### src/rtl/operand_loader.sv
// operand_loader: debounces load/shift buttons, captures two operands, issues WIDTH shift steps
module operand_loader #(
    parameter int WIDTH           = 8,
    parameter int DEBOUNCE_CYCLES = 1000000
) (
    input  logic                       clk,
    input  logic                       reset,
    input  logic                       load_btn,
    input  logic                       shift_btn,
    input  logic [WIDTH-1:0]           sw,
    output logic [WIDTH-1:0]           op_a,
    output logic [WIDTH-1:0]           op_b,
    output logic                       operands_valid,
    output logic                       step,
    output logic [$clog2(WIDTH+1)-1:0] step_count,
    output logic                       done
);
    localparam int CW = $clog2(DEBOUNCE_CYCLES + 1);
    localparam int SW = $clog2(WIDTH + 1);

    typedef enum logic [2:0] {IDLE, HAVE_A, READY, SHIFTING, DONE} state_t;

    // Bit 0 is the load button, bit 1 the shift button.
    logic [1:0]    sync1_q, sync2_q, stable_q, prev_q, pulse_q;
    logic [CW-1:0] cnt_q [2];
    logic          load_p, shift_p;

    state_t           state_q;
    logic [WIDTH-1:0] op_a_q, op_b_q;
    logic [SW-1:0]    step_count_q;
    logic             step_q;

    assign load_p  = pulse_q[0];
    assign shift_p = pulse_q[1];

    // Synchronize, debounce and edge-detect both buttons in parallel.
    always_ff @(posedge clk) begin
        if (reset) begin
            sync1_q  <= '0;
            sync2_q  <= '0;
            stable_q <= '0;
            prev_q   <= '0;
            pulse_q  <= '0;
            for (int i = 0; i < 2; i++) cnt_q[i] <= '0;
        end else begin
            sync1_q <= {shift_btn, load_btn};
            sync2_q <= sync1_q;
            prev_q  <= stable_q;
            pulse_q <= stable_q & ~prev_q;
            for (int i = 0; i < 2; i++) begin
                if (sync2_q[i] == stable_q[i]) begin
                    cnt_q[i] <= '0;
                end else if (cnt_q[i] == CW'(DEBOUNCE_CYCLES - 1)) begin
                    cnt_q[i]    <= '0;
                    stable_q[i] <= sync2_q[i];
                end else begin
                    cnt_q[i] <= cnt_q[i] + 1'b1;
                end
            end
        end
    end

    // Operand capture and shift sequencing; each state accepts at most one event.
    always_ff @(posedge clk) begin
        if (reset) begin
            state_q      <= IDLE;
            op_a_q       <= '0;
            op_b_q       <= '0;
            step_count_q <= '0;
            step_q       <= 1'b0;
        end else begin
            step_q <= 1'b0;
            case (state_q)
                IDLE: if (load_p) begin
                    op_a_q  <= sw;
                    state_q <= HAVE_A;
                end
                HAVE_A: if (load_p) begin
                    op_b_q  <= sw;
                    state_q <= READY;
                end
                READY: if (shift_p) begin
                    step_q       <= 1'b1;
                    step_count_q <= SW'(1);
                    state_q      <= (WIDTH == 1) ? DONE : SHIFTING;
                end
                SHIFTING: if (shift_p) begin
                    step_q       <= 1'b1;
                    step_count_q <= step_count_q + 1'b1;
                    if (step_count_q == SW'(WIDTH - 1)) state_q <= DONE;
                end
                DONE: if (load_p) begin
                    op_a_q       <= sw;
                    step_count_q <= '0;
                    state_q      <= HAVE_A;
                end
                default: state_q <= IDLE;
            endcase
        end
    end

    assign op_a           = op_a_q;
    assign op_b           = op_b_q;
    assign step           = step_q;
    assign step_count     = step_count_q;
    assign operands_valid = (state_q == READY) || (state_q == SHIFTING) || (state_q == DONE);
    assign done           = (state_q == DONE);
endmodule

### config.mk
export PLATFORM = sky130hd
export DESIGN_NAME = operand_loader
export DESIGN_NICKNAME = d
export VERILOG_FILES = /design/src/rtl/operand_loader.sv
export SDC_FILE = /design/constraint.sdc
export NUM_CORES = 1
export LEC_CHECK = 0
export BUFFER_PORTS_ARGS = -buffer_cell sky130_fd_sc_hd__buf_2
export CORE_MARGIN = 5
export CORE_UTILIZATION = 61
export CTS_BUF_LIST = sky130_fd_sc_hd__clkbuf_8
export CTS_CLUSTER_SIZE = 12
export DETAILED_ROUTE_END_ITERATION = 16
export PLACE_DENSITY = 0.82
export SLEW_MARGIN = 10
export SYNTH_ARGS = -nofsm -noshare
export SYNTH_HDL_FRONTEND = slang
export SYNTH_SLANG_ARGS = --single-unit
### constraint.sdc
create_clock -name clk -period 2.9 [get_ports clk]
set_clock_uncertainty 0.2 [all_clocks]
set_input_delay 0.58 -clock clk [delete_from_list [all_inputs] [get_ports clk]]
set_output_delay 0.58 -clock clk [all_outputs]
set_load 0.01 [all_outputs]
==> metrics.md <==
| Metric | Value |
|---|---|
| Routed length on met1 | `2.94 mm` |
| Final Non-Filler Cells | `503` |
| Via-per-instance ratio | `5.50` |
| CP max-delay cell | `or4_1` |
| CTS tree | `yes` |
| DR WL/cell | `13.1 um` |
| Max Cap Violations | `0` |
| Worst Setup SP | `cnt_q[1][9]` |
| Setup TNS | `0 ps` |
| Critical Path AT | `2300 ps` |
| CP Class | `register to register` |
| Hold Slack | `187 ps` |
| Top post-synthesis cells by count | `edfxtp_1, nor2_1, nand2_1` |
| Antenna violations before repair | `0` |
| Slew HR | `46.6%` |
| Outcome | `complete, no violations` |
| DRC | `0` |
| Synth top area cells | `edfxtp_1, dfxtp_1, a21oi_1, nor2_1, nand2_1` |
| Yosys cell types | `41` |
| Synth Cell Area | `0.00349 mm^2` |
| Share of the synthesized area in the top cell type | `34.4%` |
| FF-to-FF End | `cnt_q[1][19]` |
| FF-to-FF Start | `cnt_q[1][9]` |
| Via count | `2764` |
| Global Route Usage Sum | `18.8%` |
| Vias in the first global route | `2647` |
| CP most frequent cell | `or4_1` |
| Filler instances | `408` |
| Yosys warning count | `0` |
| Drt first-iter violations | `172` |
| Fin nets | `441` |
| Largest area contributor in the synthesized netlist | `edfxtp_1` |
| Clock buffer count from CTS | `9` |
| Worst-path clk slew | `70 ps` |
| Final Cycle Share | `79.7%` |
| Seq/Total Area, Yosys | `53.9%` |
| Place WS | `664 ps` |
| Final WS setup | `588 ps` |
| Final setup viols | `0` |
| Flops & latches, synth | `74` |
| Post-synth ARST share | `0%` |
| Post-cts repair resize count | `0` |
| Area growth from synthesis to layout | `16.1%` |
| Worst slew pin tran | `796 ps` |
| Cells on worst reg2reg path | `4` |
| Routed wl met2 | `3.15 mm` |
| Max Fclk | `0.432 GHz` |
| Pleak | `1.50 nW` |
| Port Buf Inserts | `34` |
| Total grt overflow | `0` |
| Cells along the critical path | `nand4_2, or4_1, or4_1, a21oi_1` |
| PD cells | `495 mW/mm^2` |
| Synthesized netlist cell count | `354` |
| Met3 wire len | `377 um` |
| Clock root buffer | `clkbuf_8` |
| Final worst path period need | `2310 ps` |
| Chip Width | `85.7 um` |
| Max H-tree Level | `3` |
| Largest net degree at the start of global routing | `32` |
| Final count of hold timing violations | `0` |
| Final Slew Violations | `0` |
| Post-CTS Setup Inserts | `0` |
| Crit path max fanout | `8` |
| Max stage delay on crit path | `670 ps` |
| Hpwl dp | `4.72 mm` |
| Initial Util | `63.0%` |
| Core Footprint | `0.00554 mm^2` |
| Clk sinks | `74` |
| Pre-Repair DR Iteration Count | `4` |
| Min-Delay Path Class | `register to register` |
| Hold_buf cts | `0` |
| Gpl congestion | `0.867` |
| Worst EP required | `2890 ps` |
| Ant diodes | `0` |
| First-pass GRT wire length | `11.1 mm` |
| Die height | `85.7 um` |
| Maximum root-to-sink buffer count | `2` |
| Placed insts | `487` |
| Detailed-route wire length | `6.60 mm` |
| Max layer used | `met4` |
| Number of flops mapped to enable cells by yosys | `40` |
| Share of cells above drive strength 1 | `13.7%` |
| Top FF cell, synth | `edfxtp_1` |
| Die area | `0.00734 mm^2` |
| Clock Latency Late Sink | `340 ps` |
| Io pins | `35` |
| Worst Setup EP | `cnt_q[1][19]` |
| Reg-to-reg slack, setup | `590 ps` |
| RSZ-0062 raised after global routing | `false` |
| CP endpoint kind | `register` |
| CP startpoint kind | `register` |
| Detail Route Antenna Nets | `0` |
| Peak supply drop | `0.303 mV` |
| Mapped Avg Cell Area | `9.86 um^2` |
| # rows | `27` |
[per-stage QoR]
stage / total power, mW / utilization, % / area [um^2]
floorplan: 1.22 / - / 3640
global placement: 1.25 / 69.7 / 3860
detailed placement: 1.25 / 69.7 / 3860
CTS: 2.03 / 73.1 / 4050
finish: 2.00 / 73.1 / 4050
global route: 2.08 / 73.1 / 4050
[how the worst min path moves through the flow]
stage | from | endpoint | slack (ps) | depth (start not counted)
6_report | prev_q[1] | pulse_q[1] | 190 | 1
5_1_grt | prev_q[1] | pulse_q[1] | 200 | 1
4_1_cts | prev_q[1] | pulse_q[1] | 190 | 1
3_5_place_dp | prev_q[1] | pulse_q[1] | 180 | 1
3_3_place_gp | prev_q[1] | pulse_q[1] | 170 | 1
2_1_floorplan | prev_q[0] | pulse_q[0] | 170 | 1
[state kept, by name, indices dropped and copies added (netlist names)]
name and flops:
cnt_q 40, stable_q 2, sync2_q 2, op_b 8
sync1_q 2, op_a 8, pulse_q 2, prev_q 2
step 1, state_q 3, step_count 4
[cell families after synthesis]
kind of cell / Yosys count / share of synthesized area [%]
AOI/OAI and AO/OA: 54 / 8.75
other: 1 / 0.107
adders and majority gates: 3 / 1.08
muxes: 9 / 2.58
xor gates and xnor gates: 24 / 6.02
DFF: 74 / 53.9
and+or+nand+nor: 165 / 24.9
buffers and inverters: 24 / 2.69
[worst max-delay path, delay by kind of cell (launching register included)]
kind,cells,cell delay [ps]
and+or+nand+nor,3,1330
AOI/OAI and AO/OA,1,160
DFF,1,470
[per-layer routing]
| metal | track usage, % | vias up |
|---|---|---|
| met3 | 3.75 | 12 |
| met4 | 10.1 | 0 |
| met1 | 22.9 | 1294 |
| li1 | - | 1381 |
| met5 | 0 | - |
| met2 | 31.2 | 77 |
[placed cells by master (no fill, tap or decap), types with 4 or more instances in the layout]
cell type,instances
clkbuf_8,10
buf_2,34
nand4_1,9
or3_1,10
nand2_1,36
nor2b_1,10
nand3_1,17
xor2_1,14
nor4_1,7
and3_1,4
nor2_1,40
inv_1,9
xnor2_1,10
a21oi_1,31
o21ai_0,10
nor3_1,5
o31ai_1,5
and2_1,4
mux2i_1,9
conb_1,40
edfxtp_1,40
dfxtp_1,34
or4_1,6
[power by group]
group          leakage, nW  switching (mW)  total (mW)  internal [mW]
sequential           0.687          0.0270        1.16           1.13
clock                0.104           0.361       0.775          0.414
combinational        0.712          0.0445      0.0725         0.0280
[final cells by class]
class / instances / area [um^2] / share of cell area (%)
clock buffer: 10 / 138 / 3.40
tap: 72 / 90.1 / 2.22
sequential: 74 / 1880 / 46.4
inverter: 9 / 33.8 / 0.834
multi-input combinational: 295 / 1660 / 41.0
clock inverter: 6 / 55.1 / 1.36
timing repair buffer: 37 / 193 / 4.75
Note: power is estimated with default switching activity, not from simulation.
